===== config.mk =====
export PLATFORM = sky130hd
export DESIGN_NAME = ysyx_041461_hazard_scoreboard_flat
export DESIGN_NICKNAME = d
export VERILOG_FILES = /design/src/rtl/ysyx_041461_hazard_scoreboard_pkg.sv /design/src/rtl/ysyx_041461_hazard_scoreboard_if.sv /design/src/rtl/ysyx_041461_hazard_scoreboard_sb_cnt.sv /design/src/rtl/ysyx_041461_hazard_scoreboard.sv /design/src/flat_wrapper.sv
export SDC_FILE = /design/constraint.sdc
export NUM_CORES = 1
export LEC_CHECK = 0
export BUFFER_PORTS_ARGS = -buffer_cell sky130_fd_sc_hd__buf_2
export CORE_MARGIN = 2
export CORE_UTILIZATION = 60
export DETAILED_ROUTE_END_ITERATION = 8
export HOLD_SLACK_MARGIN = 0.05
export PLACE_DENSITY_LB_ADDON = 0.12
export SKIP_LAST_GASP = 1
export SYNTH_ARGS = -nofsm -noshare
export SYNTH_HDL_FRONTEND = slang
export SYNTH_SLANG_ARGS = --single-unit

===== constraint.sdc =====
create_clock -name clk -period 3.1 [get_ports clk]
set_input_delay 0.465 -clock clk [delete_from_list [all_inputs] [get_ports clk]]
set_output_delay 0.465 -clock clk [all_outputs]
set_load 0.01 [all_outputs]

===== src/rtl/ysyx_041461_hazard_scoreboard_pkg.sv =====
//------------------------------------------------------------------------------
// Module   : ysyx_041461_hazard_scoreboard_pkg
// Purpose  : Shared types and constants for the issue-stage hazard scoreboard:
//            scoreboard FSM state encodings and the "no trap" code.
// Ports    : none (package)
// Config   : none
// Revision : 1.0 - initial release
//------------------------------------------------------------------------------
`default_nettype none

package ysyx_041461_hazard_scoreboard_pkg;

   // Trap code meaning "no trap" on both the ID and WB trap fields.
   localparam logic [3:0] TRAP_NOP = 4'h0;

   // RUN   : normal issue
   // HOLD  : a trap instruction has issued; wait for it to reach WB
   // FLUSH : one-cycle pipeline flush, scoreboard cleared
   typedef enum logic [1:0] {
      SB_RUN   = 2'd0,
      SB_HOLD  = 2'd1,
      SB_FLUSH = 2'd2
   } sb_state_e;

   function automatic logic is_trap(input logic [3:0] code);
      return code != TRAP_NOP;
   endfunction

endpackage

`default_nettype wire


===== src/rtl/ysyx_041461_hazard_scoreboard_if.sv =====
//------------------------------------------------------------------------------
// Module   : ysyx_041461_hazard_scoreboard_if
// Purpose  : Bundle of the ID issue side, WB retire side and scoreboard status
//            signals. The pipeline (ID/WB) is the master, the scoreboard the
//            slave.
// Ports    : id_valid/id_rs1_re/id_rs1/id_rs2_re/id_rs2/id_rd_we/id_rd/id_trap
//            (master->slave), id_ready (slave->master),
//            wb_valid/wb_rd_we/wb_rd/wb_trap (master->slave),
//            flush_out/sb_busy/stall_cnt (slave->master)
// Config   : none
// Revision : 1.0 - initial release
//------------------------------------------------------------------------------
`default_nettype none

interface ysyx_041461_hazard_scoreboard_if #(
   parameter int AW     = 5,
   parameter int PERF_W = 32
);
   logic              id_valid;
   logic              id_rs1_re;
   logic [AW-1:0]     id_rs1;
   logic              id_rs2_re;
   logic [AW-1:0]     id_rs2;
   logic              id_rd_we;
   logic [AW-1:0]     id_rd;
   logic [3:0]        id_trap;
   logic              id_ready;

   logic              wb_valid;
   logic              wb_rd_we;
   logic [AW-1:0]     wb_rd;
   logic [3:0]        wb_trap;

   logic              flush_out;
   logic              sb_busy;
   logic [PERF_W-1:0] stall_cnt;

   modport master (
      output id_valid, id_rs1_re, id_rs1, id_rs2_re, id_rs2, id_rd_we, id_rd, id_trap,
      output wb_valid, wb_rd_we, wb_rd, wb_trap,
      input  id_ready, flush_out, sb_busy, stall_cnt
   );

   modport slave (
      input  id_valid, id_rs1_re, id_rs1, id_rs2_re, id_rs2, id_rd_we, id_rd, id_trap,
      input  wb_valid, wb_rd_we, wb_rd, wb_trap,
      output id_ready, flush_out, sb_busy, stall_cnt
   );
endinterface

`default_nettype wire


===== src/rtl/ysyx_041461_hazard_scoreboard_sb_cnt.sv =====
//------------------------------------------------------------------------------
// Module   : ysyx_041461_sb_cnt
// Purpose  : One pending-write counter of the scoreboard. Saturating up/down
//            counter; simultaneous inc and dec cancel, clear has priority.
// Ports    : clk, rst_n (async, active low)
//            inc_i  - issue of a write to this register
//            dec_i  - retire of a write to this register
//            clr_i  - synchronous clear (pipeline flush)
//            cnt_o  - current count
//            full_o - count at maximum (2**CNT_W-1)
// Config   : none
// Revision : 1.0 - initial release
//------------------------------------------------------------------------------
`default_nettype none

module ysyx_041461_sb_cnt #(
   parameter int CNT_W = 2
) (
   input  logic             clk,
   input  logic             rst_n,
   input  logic             inc_i,
   input  logic             dec_i,
   input  logic             clr_i,
   output logic [CNT_W-1:0] cnt_o,
   output logic             full_o
);

   localparam logic [CNT_W-1:0] CNT_MAX = '1;

   logic [CNT_W-1:0] cnt_q;
   logic [CNT_W-1:0] cnt_d;

   always_comb begin
      cnt_d = cnt_q;
      if (clr_i) begin
         cnt_d = '0;
      end else if (inc_i && !dec_i && (cnt_q != CNT_MAX)) begin
         cnt_d = cnt_q + CNT_W'(1);
      end else if (dec_i && !inc_i && (cnt_q != '0)) begin
         // A retire with nothing pending is a protocol error; hold at zero
         // rather than wrapping to a bogus "many pending" value.
         cnt_d = cnt_q - CNT_W'(1);
      end
   end

   always_ff @(posedge clk or negedge rst_n) begin
      if (!rst_n) begin
         cnt_q <= '0;
      end else begin
         cnt_q <= cnt_d;
      end
   end

   assign cnt_o  = cnt_q;
   assign full_o = (cnt_q == CNT_MAX);

   a_no_underflow: assert property (
      @(posedge clk) disable iff (!rst_n)
         !(dec_i && !inc_i && !clr_i && (cnt_q == '0))
   ) else $error("sb_cnt: retire with no pending write");

endmodule

`default_nettype wire


===== src/rtl/ysyx_041461_hazard_scoreboard.sv =====
//------------------------------------------------------------------------------
// Module   : ysyx_041461_hazard_scoreboard
// Purpose  : Counter-based issue scoreboard. Counts in-flight GPR writes per
//            register, stalls ID on RAW hazards or when a destination counter
//            is saturated, and serialises traps (HOLD until the trap reaches
//            WB, then a one-cycle flush that clears all counters).
// Ports    : clk   - clock, rising edge
//            rst_n - asynchronous reset, active low
//            bus   - ysyx_041461_hazard_scoreboard_if.slave (ID issue side,
//                    WB retire side, id_ready/flush_out/sb_busy/stall_cnt)
// Config   : YSYX_041461_SB_PERF_EN - when defined, stall_cnt counts cycles
//            with id_valid & !id_ready (saturating); otherwise tied to 0.
// Revision : 1.0 - initial release
//------------------------------------------------------------------------------
`default_nettype none

module ysyx_041461_hazard_scoreboard
   import ysyx_041461_hazard_scoreboard_pkg::*;
#(
   parameter int NR_REGS = 32,
   parameter int AW      = 5,
   parameter int CNT_W   = 2,
   parameter int PERF_W  = 32
) (
   input logic                            clk,
   input logic                            rst_n,
   ysyx_041461_hazard_scoreboard_if.slave bus
);

   sb_state_e                       state_q;
   sb_state_e                       state_d;
   logic                            ready_en_q;

   logic [NR_REGS-1:0][CNT_W-1:0]   pend;
   logic [NR_REGS-1:0]              full;
   logic [NR_REGS-1:1]              inc;
   logic [NR_REGS-1:1]              dec;

   logic                            id_ready;
   logic                            fire;
   logic                            clr;
   logic                            rs1_haz;
   logic                            rs2_haz;
   logic                            waw_haz;
   logic                            wb_trap_seen;

   // x0 is never tracked: constant zero, never full.
   assign pend[0] = '0;
   assign full[0] = 1'b0;

   assign clr  = (state_q == SB_FLUSH);
   assign fire = bus.id_valid && id_ready;

   for (genvar r = 1; r < NR_REGS; r++) begin : g_cnt
      // A trap instruction issues but its destination is not counted: it
      // will be flushed rather than retired normally.
      assign inc[r] = fire && bus.id_rd_we && !is_trap(bus.id_trap)
                      && (bus.id_rd == AW'(r));
      assign dec[r] = bus.wb_valid && bus.wb_rd_we && (bus.wb_rd == AW'(r));

      ysyx_041461_sb_cnt #(
         .CNT_W (CNT_W)
      ) u_cnt (
         .clk    (clk),
         .rst_n  (rst_n),
         .inc_i  (inc[r]),
         .dec_i  (dec[r]),
         .clr_i  (clr),
         .cnt_o  (pend[r]),
         .full_o (full[r])
      );
   end

   // Hazards look at registered counters only, so a write retiring in WB is
   // visible to ID one cycle later.
   assign rs1_haz = bus.id_rs1_re && (bus.id_rs1 != '0) && (pend[bus.id_rs1] != '0);
   assign rs2_haz = bus.id_rs2_re && (bus.id_rs2 != '0) && (pend[bus.id_rs2] != '0);
   assign waw_haz = bus.id_rd_we && full[bus.id_rd];

   // ready_en_q keeps id_ready low from reset until the first clock edge.
   assign id_ready = ready_en_q && (state_q == SB_RUN)
                     && !(rs1_haz || rs2_haz || waw_haz);

   assign wb_trap_seen = bus.wb_valid && is_trap(bus.wb_trap);

   always_comb begin
      state_d = state_q;
      case (state_q)
         SB_RUN: begin
            // A trap surfacing at WB wins over a new trap issuing this cycle:
            // the flush discards the younger instruction anyway.
            if (wb_trap_seen) begin
               state_d = SB_FLUSH;
            end else if (fire && is_trap(bus.id_trap)) begin
               state_d = SB_HOLD;
            end
         end
         SB_HOLD: begin
            if (wb_trap_seen) begin
               state_d = SB_FLUSH;
            end
         end
         SB_FLUSH: begin
            state_d = SB_RUN;
         end
         default: begin
            state_d = SB_RUN;
         end
      endcase
   end

   always_ff @(posedge clk or negedge rst_n) begin
      if (!rst_n) begin
         state_q    <= SB_RUN;
         ready_en_q <= 1'b0;
      end else begin
         state_q    <= state_d;
         ready_en_q <= 1'b1;
      end
   end

   assign bus.id_ready  = id_ready;
   assign bus.flush_out = (state_q == SB_FLUSH);
   assign bus.sb_busy   = (|pend) || (state_q != SB_RUN);

`ifdef YSYX_041461_SB_PERF_EN
   logic [PERF_W-1:0] stall_q;

   always_ff @(posedge clk or negedge rst_n) begin
      if (!rst_n) begin
         stall_q <= '0;
      end else if (bus.id_valid && !id_ready && (stall_q != '1)) begin
         stall_q <= stall_q + PERF_W'(1);
      end
   end

   assign bus.stall_cnt = stall_q;
`else
   assign bus.stall_cnt = '0;
`endif

endmodule

`default_nettype wire


===== src/flat_wrapper.sv =====
// flat-port wrapper written by rule: the top's interface ports become plain ports
module ysyx_041461_hazard_scoreboard_flat import ysyx_041461_hazard_scoreboard_pkg::*;
#(
   parameter int NR_REGS = 32,
   parameter int AW      = 5,
   parameter int CNT_W   = 2,
   parameter int PERF_W  = 32
)
  (clk, rst_n, bus_id_valid, bus_id_rs1_re, bus_id_rs1, bus_id_rs2_re, bus_id_rs2, bus_id_rd_we, bus_id_rd, bus_id_trap, bus_wb_valid, bus_wb_rd_we, bus_wb_rd, bus_wb_trap, bus_id_ready, bus_flush_out, bus_sb_busy, bus_stall_cnt);
  ysyx_041461_hazard_scoreboard_if #(.AW(AW), .PERF_W(PERF_W)) bus_i ();
  input logic clk;
  input logic rst_n;
  input wire logic [$bits(bus_i.id_valid)-1:0] bus_id_valid;
  input wire logic [$bits(bus_i.id_rs1_re)-1:0] bus_id_rs1_re;
  input wire logic [$bits(bus_i.id_rs1)-1:0] bus_id_rs1;
  input wire logic [$bits(bus_i.id_rs2_re)-1:0] bus_id_rs2_re;
  input wire logic [$bits(bus_i.id_rs2)-1:0] bus_id_rs2;
  input wire logic [$bits(bus_i.id_rd_we)-1:0] bus_id_rd_we;
  input wire logic [$bits(bus_i.id_rd)-1:0] bus_id_rd;
  input wire logic [$bits(bus_i.id_trap)-1:0] bus_id_trap;
  input wire logic [$bits(bus_i.wb_valid)-1:0] bus_wb_valid;
  input wire logic [$bits(bus_i.wb_rd_we)-1:0] bus_wb_rd_we;
  input wire logic [$bits(bus_i.wb_rd)-1:0] bus_wb_rd;
  input wire logic [$bits(bus_i.wb_trap)-1:0] bus_wb_trap;
  output wire logic [$bits(bus_i.id_ready)-1:0] bus_id_ready;
  output wire logic [$bits(bus_i.flush_out)-1:0] bus_flush_out;
  output wire logic [$bits(bus_i.sb_busy)-1:0] bus_sb_busy;
  output wire logic [$bits(bus_i.stall_cnt)-1:0] bus_stall_cnt;
  assign bus_i.id_valid = bus_id_valid;
  assign bus_i.id_rs1_re = bus_id_rs1_re;
  assign bus_i.id_rs1 = bus_id_rs1;
  assign bus_i.id_rs2_re = bus_id_rs2_re;
  assign bus_i.id_rs2 = bus_id_rs2;
  assign bus_i.id_rd_we = bus_id_rd_we;
  assign bus_i.id_rd = bus_id_rd;
  assign bus_i.id_trap = bus_id_trap;
  assign bus_i.wb_valid = bus_wb_valid;
  assign bus_i.wb_rd_we = bus_wb_rd_we;
  assign bus_i.wb_rd = bus_wb_rd;
  assign bus_i.wb_trap = bus_wb_trap;
  assign bus_id_ready = bus_i.id_ready;
  assign bus_flush_out = bus_i.flush_out;
  assign bus_sb_busy = bus_i.sb_busy;
  assign bus_stall_cnt = bus_i.stall_cnt;
  ysyx_041461_hazard_scoreboard #(.NR_REGS(NR_REGS), .AW(AW), .CNT_W(CNT_W), .PERF_W(PERF_W)) u_core (.clk(clk), .rst_n(rst_n), .bus(bus_i));
endmodule

### Yosys cells after proc, flatten, opt, wreduce, memory -nomap -nowiden

Cells that the tools add are included.
Widths: inputs -> output; s select.

| storage, ports and cells | value |
|---|---|
| flip-flop bits (word level) | 65 |
| input port bits | 36 |
| output and inout port bits | 35 |
| word-level logic and storage cells | 667 |

| operators by class | value |
|---|---|
| $add $sub $neg | 62 |
| magnitude comparators | 3 |
| equality and inequality tests | 128 |
| muxes and demuxes | 103 |
| reduce and logical (&&, ||, !) cells | 338 |

Operators by type and width:

| cell | number |
|---|---|
| $logic_and 1x1->1 | 199 |
| $mux 2 | 98 |
| $eq 5x5->1 const B | 32 |
| $reduce_bool 3->1 | 31 |
| $eq 5x4->1 const B | 16 |
| $reduce_bool 2->1 | 34 |
| $eq 2x2->1 const B | 32 |
| $logic_not 1->1 | 64 |
| $add 2x1->2 const B | 31 |
| $ne 2x2->1 const B | 31 |
| $reduce_or 62->1 | 1 |
| $sub 2x1->2 const B | 31 |
| $eq 5x3->1 const B | 8 |
| $bmux 2 s5 | 2 |
| $eq 5x2->1 const B | 4 |
| $lt 5x6->1 const B | 3 |
| $eq 5x1->1 const B | 2 |
| $reduce_bool 5->1 | 2 |
| $reduce_bool 4->1 | 2 |
| $bmux 1 s5 | 1 |
| $pmux 2 s2 | 1 |
| $logic_or 1x1->1 | 3 |
| $ne 3x2->1 const B | 1 |
| $eq 2x1->1 const B | 1 |
| 4 further kinds | 4 |

### Logic depth before layout (Yosys ltp)

Gate-level depths: netlist (run 1).

| depth | value |
|---|---|
| depth in word-level cells | 18 |
| gate-level depth with buffers | 13 |
| depth with buffers taken out | 8 |

### Modules after synthesis

From an unflattened synthesis (run 1), not the netlist that was laid out.

| second synthesis, totals | value |
|---|---|
| cell total of the unflattened synthesis | 752 |
| area, all modules | 6183.4 µm² |

By module, submodules not included:

| module | instances | cells each | area each (µm²) |
|---|---|---|---|
| ysyx_041461_sb_cnt at u_core.g_cnt[10].u_cnt ... | 26 | 13 | 128.9 |
| ysyx_041461_hazard_scoreboard | 1 | 349 | 2263.4 |
| ysyx_041461_sb_cnt at u_core.g_cnt[5].u_cnt ... | 5 | 13 | 113.9 |

### Worst setup path before layout (run 1)

OpenSTA, ideal clock, no wires.

| path | value |
|---|---|
| path type | input to register |
| from | in bus_id_rs1[1] |
| to | reg u_core.g_cnt[4].u_cnt.cnt_q[0] |
| setup time | 0.126 ns |
| arrival | 2.995 ns |
| setup slack | -0.021 ns |
| cell stages on the path | 11 |
| cells stage by stage | buf_4 inv_2 mux4_2 mux4_2 or2_1 and3_1 buf_6 and4_1 buf_2 and3_1 o311a_1 |

| between the ends | value |
|---|---|
| word-level cells in the longest chain between the ends | 16 |
| elaborated cells between the ends (all ways) | 22 |
| those cells by class | mux (4); reduce/logical (18) |

RTL lines:

| item | line | source |
|---|---|---|
| start: declaration | flat_wrapper.sv:15 | `input wire logic [$bits(bus_i.id_rs1)-1:0] bus_id_rs1;` |
| $bmux 2 s5 | ysyx_041461_hazard_scoreboard.sv:76 | `assign rs1_haz = bus.id_rs1_re && (bus.id_rs1 != '0) && (pend[bus.id_rs1] != '0);` |
| $mux 2 (not written as such) | ysyx_041461_hazard_scoreboard.sv:76 |  |
| $reduce_bool 2->1 | ysyx_041461_hazard_scoreboard.sv:76 |  |
| $logic_and 1x1->1 * | ysyx_041461_hazard_scoreboard.sv:76 |  |
| $logic_or 1x1->1 * (2 in series) | ysyx_041461_hazard_scoreboard.sv:82 | `&& !(rs1_haz \|\| rs2_haz \|\| waw_haz);` |
| $logic_not 1->1 * | ysyx_041461_hazard_scoreboard.sv:82 |  |
| $logic_and 1x1->1 * | ysyx_041461_hazard_scoreboard.sv:82 |  |
| $logic_and 1x1->1 * | ysyx_041461_hazard_scoreboard.sv:52 | `assign fire = bus.id_valid && id_ready;` |
| $logic_and 1x1->1 * (2 in series) | ysyx_041461_hazard_scoreboard.sv:57 | `assign inc[r] = fire && bus.id_rd_we && !is_trap(bus.id_trap)` |
| $logic_and 1x1->1 * | ysyx_041461_hazard_scoreboard.sv:58 | `&& (bus.id_rd == AW'(r));` |
| $logic_and 1x1->1 or $logic_not 1->1 (tied branches) | ysyx_041461_hazard_scoreboard_sb_cnt.sv:37, ysyx_041461_hazard_scoreboard_sb_cnt.sv:39 |  |
| $logic_and 1x1->1, on equally long branches | ysyx_041461_hazard_scoreboard_sb_cnt.sv:37, ysyx_041461_hazard_scoreboard_sb_cnt.sv:39 |  |
| $mux 2 or $logic_and 1x1->1 (tied branches) | ysyx_041461_hazard_scoreboard_sb_cnt.sv:37, ysyx_041461_hazard_scoreboard_sb_cnt.sv:39 |  |
| $mux 2 or $reduce_bool 3->1 (tied branches) | - |  |
| end signal: assignment | ysyx_041461_hazard_scoreboard_sb_cnt.sv:50 | `cnt_q <= cnt_d;` |
| end: declaration | ysyx_041461_hazard_scoreboard_sb_cnt.sv:30 | `logic [CNT_W-1:0] cnt_q;` |

Every way passes the cells marked *; elsewhere a longest branch is shown, timed or not. The select of a mux whose other input is x is not followed.
A chain may end at the register's enable or synchronous reset.

### Worst setup path in the final report (run 1)

| path | value |
|---|---|
| from | in bus_id_rd[0] |
| to | out bus_id_ready |

| between the ends | value |
|---|---|
| word-level cells in the longest chain between the ends | 6 |

RTL lines:

| item | line | source |
|---|---|---|
| start: declaration | flat_wrapper.sv:19 | `input wire logic [$bits(bus_i.id_rd)-1:0] bus_id_rd;` |
| $bmux 1 s5 | ysyx_041461_hazard_scoreboard.sv:78 | `assign waw_haz = bus.id_rd_we && full[bus.id_rd];` |
| $mux 1 (not written as such) | ysyx_041461_hazard_scoreboard.sv:78 |  |
| $logic_and 1x1->1 | ysyx_041461_hazard_scoreboard.sv:78 |  |
| $logic_or 1x1->1 | ysyx_041461_hazard_scoreboard.sv:82 |  |
| $logic_not 1->1 | ysyx_041461_hazard_scoreboard.sv:82 |  |
| $logic_and 1x1->1 | ysyx_041461_hazard_scoreboard.sv:82 |  |
| end: declaration | flat_wrapper.sv:25 | `output wire logic [$bits(bus_i.id_ready)-1:0] bus_id_ready;` |

Every way passes these cells. The select of a mux whose other input is x is not followed.

==> summary.md, run 1 <==
| Metric | Value |
|---|---|
| Status | `finished, final reports clean` |
| RePlAce Congestion | `1.03` |
| DRC violation count after routing | `0` |
| Cts hold-fix bufs | `0` |
| Number of synthesized flops with an enable pin | `0` |
| Cell Count, Final, Fillers Out | `993` |
| #FFs+latches synth | `65` |
| Final setup vio count | `0` |
| Synth top cells by count | `nand2_1, dfrtp_1, nor2_1` |
| Io pins | `71` |
| Worst skew pair latency | `0.36 ns` |
| Period utilization | `0.985` |
| Crit path max fanout | `17` |
| Ys flop type | `dfrtp_1` |
| Worst setup SP type | `input pin` |
| Area Overhead vs Synth | `18.0%` |
| Critical path arrival | `2.59 ns` |
| Final Skew | `0.0182 ns` |
| Top cell family by delay on the critical path | `compound AO/OA/AOI/OAI gates` |
| Final instance area | `0.00702 mm²` |
| Yosys warnings | `0` |
| Clock transition at path regs | `0.08 ns` |
| Total global-route track usage | `0.393` |
| N_diodes | `0` |
| Routed len/inst | `21.1 µm` |
| Slew @ Worst Pin | `0.743 ns` |
| Slowest-stage cell, CP | `a311oi_1` |
| Syn avg cell area | `7.92 µm²` |
| Cells after Synth | `751` |
| Register area share after synthesis | `0.273` |
| Most common cell in the netlist | `nand2_1` |
| Via-to-Cell Ratio | `6.91` |
| Final WL | `21000 µm` |
| VDD IR-drop max | `0.000240 V` |
| Largest net degree at the start of global routing | `41` |
| DIE HEIGHT | `104 µm` |
| Critical setup path kind | `in -> out` |
| First-pass GRT wire length | `33600 µm` |
| Root Driver | `clkbuf_8` |
| Critical path capture point type | `output pin` |
| Sink Count | `65` |
| Core area | `0.00968 mm²` |
| Die area | `0.0107 mm²` |
| Most used cell, CP | `buf_2` |
| Leading area contributor after synthesis | `dfrtp_1` |
| CTS tree | `built` |
| CTS Buf Count | `9` |
| RSZ-0062 raised after global routing | `false` |
| Buf/Inv on CP | `3` |
| Starting Density | `0.614` |
| CP cell instances | `buf_2 -> and3b_1 -> a311oi_1 -> o311a_1 -> o311ai_2 -> buf_4 -> or3_4 -> nor2_4 -> buf_2` |
| Power Dens Cells | `282 mW/mm²` |
| Port buffer count | `38` |
| WP data required | `2.63 ns` |
| Max_cap viols | `0` |
| Relative slew slack | `0.504` |
| Yosys top cell area share | `0.273` |
| Cell Count Post-Placement | `971` |
| Number of detailed-route iterations in the first pass | `8` |
| Cell Area, Placed | `0.00671 mm²` |
| Final Hold Vio Count | `0` |
| Final min period | `3.05 ns` |
| HPWL Detailed | `15800 µm` |
| Initial antenna violation count | `0` |
| Lkg Pwr | `2.88 nW` |
| Main area contributors after synthesis | `dfrtp_1, nand2_1, a211oi_1, mux4_2, buf_4` |
| Fmax | `328 MHz` |
| Initial DRC count | `766` |
| Final ANT Viol Nets | `0` |
| Rows | `36` |
| Final Max Slew Viols | `0` |
| Post-Syn Area | `0.00595 mm²` |
| CTS max path bufs | `2` |
| Nets@finish | `892` |
| Share of cells above drive strength 1 | `0.235` |
| Gr ovfl total | `0` |
| Yosys cell types | `79` |
| Worst hold path type | `in -> async` |
| Htree depth | `3` |
| Post-synth ARST share | `1.00` |
| Vias in the first global route | `6442` |
| Die Width | `104 µm` |
| CP peak stage delay | `0.36 ns` |
| Via count | `6858` |
worst reg2reg max path: stages, from the launching register on:
cell	delay [ns]
dfrtp_1	0.42
and3b_1	0.20
a311oi_1	0.36
o311a_1	0.27
o311ai_2	0.12
buf_4	0.18
buf_4	0.16
nor2_2	0.42
and3_1	0.31
o21ai_1	0.08
a221oi_1	0.34
layout by cell type, fill, tap and decap left out, types with 15 or more instances in the layout:
cell type and count:
inv_1 22, nor3_1 18, a31oi_1 22, o21ai_0 15, dfrtp_1 62, nor2_1 54, nand2_1 88, nor4_1 28
nand4_1 19, nand3_1 37, buf_2 38, buf_4 102, and3_1 22, a21oi_1 43, a211oi_1 37, conb_1 33
final cells by class:
class / instances / area, µm²
Fill cell: 800 / 2660
Clock inverter: 2 / 37.5
Clock buffer: 13 / 159
Sequential cell: 65 / 1630
Tap cell: 133 / 166
Timing Repair Buffer: 142 / 996
Multi-Input combinational cell: 615 / 3940
Inverter: 23 / 88.8
registers in the layout (all words and copies together), names as in the netlist:
signal                    count
u_core.ready_en_q             1
u_core.g_cnt.u_cnt.cnt_o     62
u_core.state_q                2
path summary, 6_finish.rpt:
| check | start | slack, ns | end | depth (start not counted) |
|---|---|---|---|---|
| max | bus_id_rd[0] | 0.05 | bus_id_ready | 9 |
| min | rst_n | 0.12 | u_core.g_cnt[11].u_cnt.cnt_o[1]$_DFFE_PN0P_ | 1 |
| max reg2reg | u_core.g_cnt[28].u_cnt.cnt_o[0]$_DFFE_PN0P_ | 0.13 | u_core.g_cnt[20].u_cnt.cnt_o[1]$_DFFE_PN0P_ | 10 |
| min reg2reg | u_core.state_q[1]$_DFFE_PN0P_ | 0.48 | u_core.state_q[0]$_DFFE_PN0P_ | 1 |
| max in group asynchronous | rst_n | 2.29 | u_core.g_cnt[7].u_cnt.cnt_o[0]$_DFFE_PN0P_ | 2 |
| min in group clk | bus_wb_valid | 0.34 | u_core.state_q[0]$_DFFE_PN0P_ | 2 |
where the power goes:
group | internal, W | switching (W)
Sequential | 0.000850 | 0.00000213
Combinational | 0.000124 | 0.000252
Clock | 0.000412 | 0.000341
logic make-up after synthesis:
| family | share of synthesized area |
|---|---|
| AO/OA/AOI/OAI | 0.254 |
| XOR/XNOR | 0.0236 |
| buffers and inverters | 0.0932 |
| flip-flops | 0.273 |
| multiplexers | 0.0488 |
| other | 0.00126 |
| AND/OR/NAND/NOR | 0.306 |
layer usage:
layer	routed length [µm]	part of all wire	global-route usage	up-vias
li1	-	-	-	3028
met1	8140	0.39	0.531	3243
met2	9240	0.44	0.599	515
met3	2830	0.14	0.106	72
met4	775	0.037	0.163	0
met5	0	0	0	-
metrics by stage:
stage	hold WS, ns	setup slack [ns]	power (W)	util	setup TNS [ns]
after floorplan	0.169	0.0235	0.00109	-	0
after CTS	0.134	0.0326	0.00198	0.715	0
final	0.122	0.0475	0.00198	0.725	0
after global placement	0.463	-0.0390	0.00121	0.693	-0.122
after global routing	0.166	0.00120	0.00205	0.725	0
after detailed placement	0.487	-0.100	0.00122	0.693	-0.772
what timing repair did:
action	4_1_cts	5_1_grt
resized for setup	4	12
setup endpoints to repair	1	26
buffers inserted	0	7
cloned	0	0
pin swaps	0	0
No activity file was read; power rests on OpenSTA's default activity.
==> run 2, diff against run 1 <==
Settings changed: MAX_ROUTING_LAYER set to met4.
==> summary.md, run 2 (synthesis results as in run 1) <==
| Metric | Value |
|---|---|
| Cell Area, Placed | `0.00678 mm² (+1.0%)` |
| Rows | `36 (unchanged)` |
| Status | `finished, final reports clean` |
| Period utilization | `0.991 (+0.00675)` |
| Storage cell area | `0.00163 mm² (-0.23%)` |
| Number of detailed-route iterations in the first pass | `6 (-2)` |
| Worst r2r src | `u_core.g_cnt[5].u_cnt.cnt_o[0]$_DFFE_PN0P_` |
| Max FFs per register | `62 (unchanged)` |
| Global Route met1 Usage | `0.545 (+0.0144)` |
| Lkg Pwr | `2.91 nW (+1.0%)` |
| Die area | `0.0107 mm² (unchanged)` |
| Met2 Resource Use GR | `0.609 (+0.00993)` |
| Initial antenna violation count | `0 (unchanged)` |
| Root Driver | `clkbuf_8` |
| CTS max path bufs | `2 (unchanged)` |
| Fmax | `325 MHz (-0.68%)` |
| Via count | `6778 (-1.2%)` |
| Top cell family by delay on the critical path | `simple AND/OR/NAND/NOR gates` |
| CTS Buf Count | `9 (unchanged)` |
| CTS tree | `built` |
| Critical path capture point type | `output pin` |
| Share of cells above drive strength 1 | `0.237 (+0.00211)` |
| VDD IR-drop max | `0.000242 V (+0.99%)` |
| Area Overhead vs Synth | `18.3%` |
| Starting Density | `0.614 (unchanged)` |
| Vias in the first global route | `6323 (-1.8%)` |
| WP data required | `2.63 ns (about the same)` |
| Io pins | `71 (unchanged)` |
| FF-to-FF path depth | `9 (-1)` |
| Slowest-stage cell, CP | `dfrtp_1` |
| Combinational Power Share | `0.192 (+0.002)` |
| Footprint of the multi-input gates | `0.00394 mm² (about the same)` |
| Global routing's busiest layer | `met2` |
| Relative slew slack | `0.316 (-0.188)` |
| Critical path arrival | `2.61 ns (+0.02 ns)` |
| DRC violation count after routing | `0 (unchanged)` |
| NetSw | `0.000614 W (+3.2%)` |
| Htree depth | `3 (unchanged)` |
| CP peak stage delay | `0.44 ns (+0.08 ns)` |
| Final Skew | `0.0183 ns (+0.000134 ns)` |
| Crit path max fanout | `6 (-11)` |
| HPWL Detailed | `16100 µm (+2.0%)` |
| Cts hold-fix bufs | `0 (unchanged)` |
| Final setup vio count | `0 (unchanged)` |
| Final WL | `21200 µm (+1.1%)` |
| Clock power frac | `0.378 (-0.002)` |
| Power Dens Cells | `281 mW/mm² (-0.29%)` |
| Via-to-Cell Ratio | `6.79 (-1.7%)` |
| Worst skew pair latency | `0.37 ns (about the same)` |
| Routed len/inst | `21.3 µm (+0.55%)` |
| RePlAce Congestion | `1.02 (-1.4%)` |
| Final ANT Viol Nets | `0 (unchanged)` |
| FF-to-FF End | `u_core.g_cnt[20].u_cnt.cnt_o[1]$_DFFE_PN0P_` |
| Gr ovfl total | `0 (unchanged)` |
| N_diodes | `0 (unchanged)` |
| Largest net degree at the start of global routing | `44 (+7.3%)` |
| Nets@finish | `896 (+0.45%)` |
| Final Hold Vio Count | `0 (unchanged)` |
| Total global-route track usage | `0.405 (+0.0118)` |
| Switching Fraction | `0.310 (+0.00963)` |
| First-pass GRT wire length | `33500 µm (-0.31%)` |
| R2r setup slk | `0.13 ns (about the same)` |
| Met3 track demand over resource | `0.0868 (-0.0189)` |
| Worst hold path type | `in -> async` |
| Initial DRC count | `901 (+18%)` |
| Buf/Inv on CP | `1 (-2)` |
| Core area | `0.00968 mm² (unchanged)` |
| Internal power | `0.00137 W (-1.4%)` |
| Final Max Slew Viols | `0 (unchanged)` |
| Worst setup SP type | `flop` |
| Clock transition at path regs | `0.09 ns (about the same)` |
| Fillers | `748 (-6.5%)` |
| Most frequent cells in the layout | `buf_4, nand2_1, dfrtp_1` |
| Slew @ Worst Pin | `1.03 ns (+0.282 ns)` |
| Part of the power in registers | `0.430 (about the same)` |
| Sink Count | `65 (unchanged)` |
| Leading cell type in the layout, fill and taps excluded | `buf_4` |
| Final instance area | `0.00704 mm² (+0.29%)` |
| Critical setup path kind | `reg -> out` |
| Hold WS | `0.255 ns (+0.133 ns)` |
| DIE HEIGHT | `104 µm (unchanged)` |
| Port buffer count | `38 (unchanged)` |
| CP cell instances | `nor2_1 -> mux4_2 -> o221ai_1 -> o211a_4 -> or3_4 -> nor2_4 -> buf_2` |
| Final min period | `3.07 ns (+0.0209 ns)` |
| Max_cap viols | `0 (unchanged)` |
| Die Width | `104 µm (unchanged)` |
==> run 2: cell types whose count changed in the layout (fill, tap and decap cells not counted), sizes merged <==
cell,delta
clkinvlp,-1
clkinv,+2
buf,+4
==> run 2: power groups by stage <==
| stage | combinational, W | clock [W] | sequential [W] |
|---|---|---|---|
| global placement | 0.000350 | 0 | 0.000868 |
| detailed placement | 0.000359 | 0 | 0.000868 |
| global route | 0.000401 | 0.000798 | 0.000852 |
| finish | 0.000380 | 0.000749 | 0.000852 |
| CTS | 0.000361 | 0.000754 | 0.000852 |
| floorplan | 0.000223 | 0 | 0.000868 |
==> run 2: layout make-up <==
class	instances	area share
sequential	65	0.231
clock buffer	13	0.0211
multi-input combinational	615	0.560
timing repair buffer	146	0.146
clock inverter	3	0.00569
inverter	23	0.0126
tap	133	0.0236
==> run 2: worst max-delay path by stage <==
stage	from	endpoint	slack [ns]	cells after the start
6_report	u_core.g_cnt[5].u_cnt.cnt_o[0]$_DFFE_PN0P_	bus_id_ready	0.03	7
5_1_grt	u_core.g_cnt[14].u_cnt.cnt_o[0]$_DFFE_PN0P_	bus_id_ready	-0.006	8
4_1_cts	u_core.g_cnt[21].u_cnt.cnt_o[0]$_DFFE_PN0P_	bus_id_ready	0.004	7
3_5_place_dp	bus_id_rd[0]	u_core.g_cnt[25].u_cnt.cnt_o[0]$_DFFE_PN0P_	-0.16	11
3_3_place_gp	bus_id_rd[0]	u_core.g_cnt[6].u_cnt.cnt_o[0]$_DFFE_PN0P_	-0.1	12
2_1_floorplan	bus_id_rs1[1]	u_core.g_cnt[4].u_cnt.cnt_o[0]$_DFFE_PN0P_	0.02	11
==> run 2: routing by layer <==
metal,vias up,wire [µm]
li1,3038,-
met3,79,2380
met4,0,674
met5,-,0
met1,3205,8650
met2,456,9510
==> run 2: worst register-to-register path: stages, from the launching register on <==
cell      delay [ns]
dfrtp_1         0.44
nor2_1          0.40
mux4_2          0.33
o221ai_1        0.16
o211a_4         0.22
buf_4           0.20
nor4_1          0.46
and3_1          0.30
o21ai_1         0.08
a221oi_1        0.29
==> run 2: what timing repair did <==
action | 4_1_cts | 5_1_grt
resized for setup | 3 | 11
endpoints found under the setup margin | 1 | 27
buffers inserted | 0 | 2
==> run 2: stage by stage <==
step	std cells	TNS, ns	power, W	utilization	worst slack, ns
after floorplan	782	0	0.00109	-	0.0235
after global placement	980	-0.335	0.00122	0.700	-0.0981
after detailed placement	980	-2.29	0.00123	0.700	-0.159
after CTS	996	0	0.00197	0.721	0.00425
after global routing	998	-0.00647	0.00205	0.727	-0.00647
final	998	0	0.00198	0.727	0.0266
==> run 3, diff against run 2 <==
Settings changed: SYNTH_HIERARCHICAL set to 1.
==> summary.md, run 3 <==
| Metric | Value |
|---|---|
| Post-Syn Area | `0.00618 mm² (+3.9%)` |
| Most common cell in the netlist | `nor2_1` |
| Final setup vio count | `1 (+1)` |
| Ys flop type | `dfrtp_1` |
| Crit path max fanout | `32 (+26)` |
| Status | `finished, violations left` |
| Yosys cell types | `53 (-33%)` |
| Main area contributors after synthesis | `dfrtp_1, a221oi_2, nor2_1, mux4_2, buf_4` |
| Yosys warnings | `6 (+6)` |
| Worst hold path type | `in -> async` |
| VDD IR-drop max | `0.000221 V (-9.0%)` |
| Cells after Synth | `752 (+0.13%)` |
| Total global-route track usage | `0.346 (-0.0584)` |
| Relative slew slack | `0.427 (+0.110)` |
| Period utilization | `1.00 (+0.00928)` |
| Rows | `37 (+2.8%)` |
| HPWL Detailed | `13800 µm (-14%)` |
| Largest net degree at the start of global routing | `63 (+43%)` |
| Cell Count Post-Placement | `939 (-4.2%)` |
| Leading area contributor after synthesis | `dfrtp_1` |
| RSZ-0062 raised after global routing | `true` |
| Lkg Pwr | `2.66 nW (-8.5%)` |
| Routed len/inst | `18.9 µm (-11%)` |
| Port buffer count | `38 (unchanged)` |
| Most frequent cells in the layout | `nor2_1, dfrtp_1, nand2_1, buf_4, nor3_1` |
| Final min period | `3.10 ns (+0.0288 ns)` |
| Clock transition at path regs | `0.07 ns (-0.02 ns)` |
| Cell Count, Final, Fillers Out | `961 (-3.7%)` |
| Power Dens Cells | `279 mW/mm² (-0.95%)` |
| Most used cell, CP | `nor2_1` |
| Initial DRC count | `663 (-26%)` |
| Worst skew pair latency | `0.36 ns (about the same)` |
| Critical path arrival | `2.64 ns (+0.03 ns)` |
| Initial antenna violation count | `0 (unchanged)` |
| Critical path capture point type | `output pin` |
| Worst slack at placement | `-0.0297 ns (+0.129 ns)` |
| Number of synthesized flops with an enable pin | `0 (unchanged)` |
| Area Overhead vs Synth | `11.5%` |
| Slowest-stage cell, CP | `mux4_2` |
| Via count | `6157 (-9.2%)` |
| Final Skew | `0.00870 ns (-0.00965 ns)` |
| Htree depth | `3 (unchanged)` |
| N_diodes | `0 (unchanged)` |
| RePlAce Congestion | `1.01 (-1.0%)` |
| Syn avg cell area | `8.22 µm² (+3.8%)` |
| Starting Density | `0.607 (-0.00722)` |
| Via-to-Cell Ratio | `6.41 (-5.7%)` |
| Slew @ Worst Pin | `0.860 ns (-0.165 ns)` |
| Sink Count | `65 (unchanged)` |
| Max FFs per register | `62 (unchanged)` |
| Gr ovfl total | `0 (unchanged)` |
| Final WL | `18200 µm (-14%)` |
| Fillers | `853 (+14%)` |
| Die area | `0.0111 mm² (+3.8%)` |
| Hold WS | `0.106 ns (-0.149 ns)` |
| Register area share after synthesis | `0.263 (-0.0103)` |
| Yosys top cell area share | `0.263 (-0.0103)` |
| Final Hold Vio Count | `0 (unchanged)` |
| Post-synth ARST share | `1.00 (unchanged)` |
| Leading cell type in the layout, fill and taps excluded | `nor2_1` |
| Critical setup path kind | `reg -> out` |
| Vias in the first global route | `5696 (-9.9%)` |
| DRC violation count after routing | `0 (unchanged)` |
| Io pins | `71 (unchanged)` |
| WP data required | `2.63 ns (about the same)` |
| Total power | `0.00192 W (-3.0%)` |
| Core area | `0.0102 mm² (+5.2%)` |
| CTS tree | `built` |
| First-pass GRT wire length | `29400 µm (-12%)` |
| Die Width | `106 µm (+1.9%)` |
| Fmax | `322 MHz (-0.93%)` |
| Violated checks | `setup timing` |
| Number of detailed-route iterations in the first pass | `7 (+1)` |
| CTS Buf Count | `9 (unchanged)` |
| CP peak stage delay | `0.48 ns (+0.04 ns)` |
| CP cell instances | `nor2_1 -> mux4_2 -> a41o_1 -> a311o_1 -> o21ai_4 -> buf_12 -> nor2_1 -> buf_2` |
| Nets@finish | `857 (-4.4%)` |
| Share of cells above drive strength 1 | `0.293 (+0.0563)` |
| #FFs+latches synth | `65 (unchanged)` |
| Setup slack after layout | `-0.00214 ns (-0.0288 ns)` |
| Synth top cells by count | `nor2_1, dfrtp_1, nand2_1` |
| Worst setup SP type | `flop` |
| Max_cap viols | `0 (unchanged)` |
| Root Driver | `clkbuf_8` |
| Final ANT Viol Nets | `0 (unchanged)` |
| Final Max Slew Viols | `0 (unchanged)` |
| DIE HEIGHT | `106 µm (+1.9%)` |
| CTS max path bufs | `2 (unchanged)` |
## run 3: cell count changes after synthesis, sizes merged, moves of 17 or more
cell	previous run	this run
nand2	88	49
nor4	31	14
nand3	37	11
a211oi	37	2
and2b	0	26
or2b	0	26
o21ai	16	55
a31oi	22	2
nand3b	3	33
nor3	18	48
nor2	59	103
nand2b	5	37
and3	25	2
## run 3: per-stage QoR
| step | util | setup TNS, ns | cell area [µm²] |
|---|---|---|---|
| final | 0.677 | -0.00214 | 6890 |
| after global routing | 0.677 | -0.115 | 6890 |
| after CTS | 0.674 | 0 | 6860 |
| after detailed placement | 0.650 | -0.0812 | 6620 |
| after global placement | 0.650 | -0.0137 | 6620 |
| after floorplan | - | 0 | 6300 |
## run 3: repair_timing
action / 4_1_cts / 5_1_grt
pin swaps: 0 / 3
setup buffers: 6 / 1
setup endpoints to repair: 1 / 37
gates resized for setup: 1 / 7
cloned: 0 / 0
hold buffers: 0 / 0
## run 3: critical path: cells and delay by family (launching register included)
kind / cells / cell delay, ns
flip-flops: 1 / 0.41
AO/OA/AOI/OAI: 3 / 0.83
buffers and inverters: 2 / 0.35
multiplexers: 1 / 0.48
AND/OR/NAND/NOR: 2 / 0.21
## run 3: kinds of logic after synthesis
family | count (synthesis) | share of synthesized area
and+or+nand+nor | 436 | 0.402
buffers and inverters | 71 | 0.0682
muxes | 15 | 0.0488
AOI/OAI and AO/OA | 163 | 0.217
DFF | 65 | 0.263
other | 2 | 0.00121
## run 3: area by class of cell
class | count | area (µm²) | area share
multi-input combinational | 647 | 4280 | 0.622
sequential | 65 | 1630 | 0.236
timing repair buffer | 88 | 578 | 0.0839
tap | 136 | 170 | 0.0247
clock buffer | 12 | 155 | 0.0225
clock inverter | 3 | 40.0 | 0.00581
inverter | 10 | 37.5 | 0.00545
## run 3: final timing paths
check | startpoint | end | slack, ns | cells after the start
setup / recovery | u_core/g_cnt[14].u_cnt/cnt_o[0]$_DFFE_PN0P_ | bus_id_ready | -0.002 | 8
hold / removal | rst_n | u_core/g_cnt[19].u_cnt/cnt_o[0]$_DFFE_PN0P_ | 0.11 | 2
setup reg to reg | u_core/g_cnt[30].u_cnt/cnt_o[0]$_DFFE_PN0P_ | u_core/g_cnt[27].u_cnt/cnt_o[0]$_DFFE_PN0P_ | 0.07 | 11
hold reg to reg | u_core/state_q[1]$_DFFE_PN0P_ | u_core/state_q[1]$_DFFE_PN0P_ | 0.49 | 1
max in group asynchronous | rst_n | u_core/g_cnt[30].u_cnt/cnt_o[0]$_DFFE_PN0P_ | 2.50 | 2
min in group clk | bus_wb_trap[2] | u_core/state_q[1]$_DFFE_PN0P_ | 0.42 | 3
## run 3: power by group
group | total, W | internal (W) | leakage (nW) | switching (W)
logic | 0.000310 | 0.0000941 | 1.66 | 0.000216
registers | 0.000856 | 0.000851 | 0.903 | 0.00000476
clock network | 0.000755 | 0.000409 | 0.102 | 0.000346
## run 3: per-layer routing
layer  GRT usage  part of all wire
met1       0.459              0.42
met2       0.551              0.48
met3      0.0631             0.079
met4      0.0921             0.028
met5           -                 0
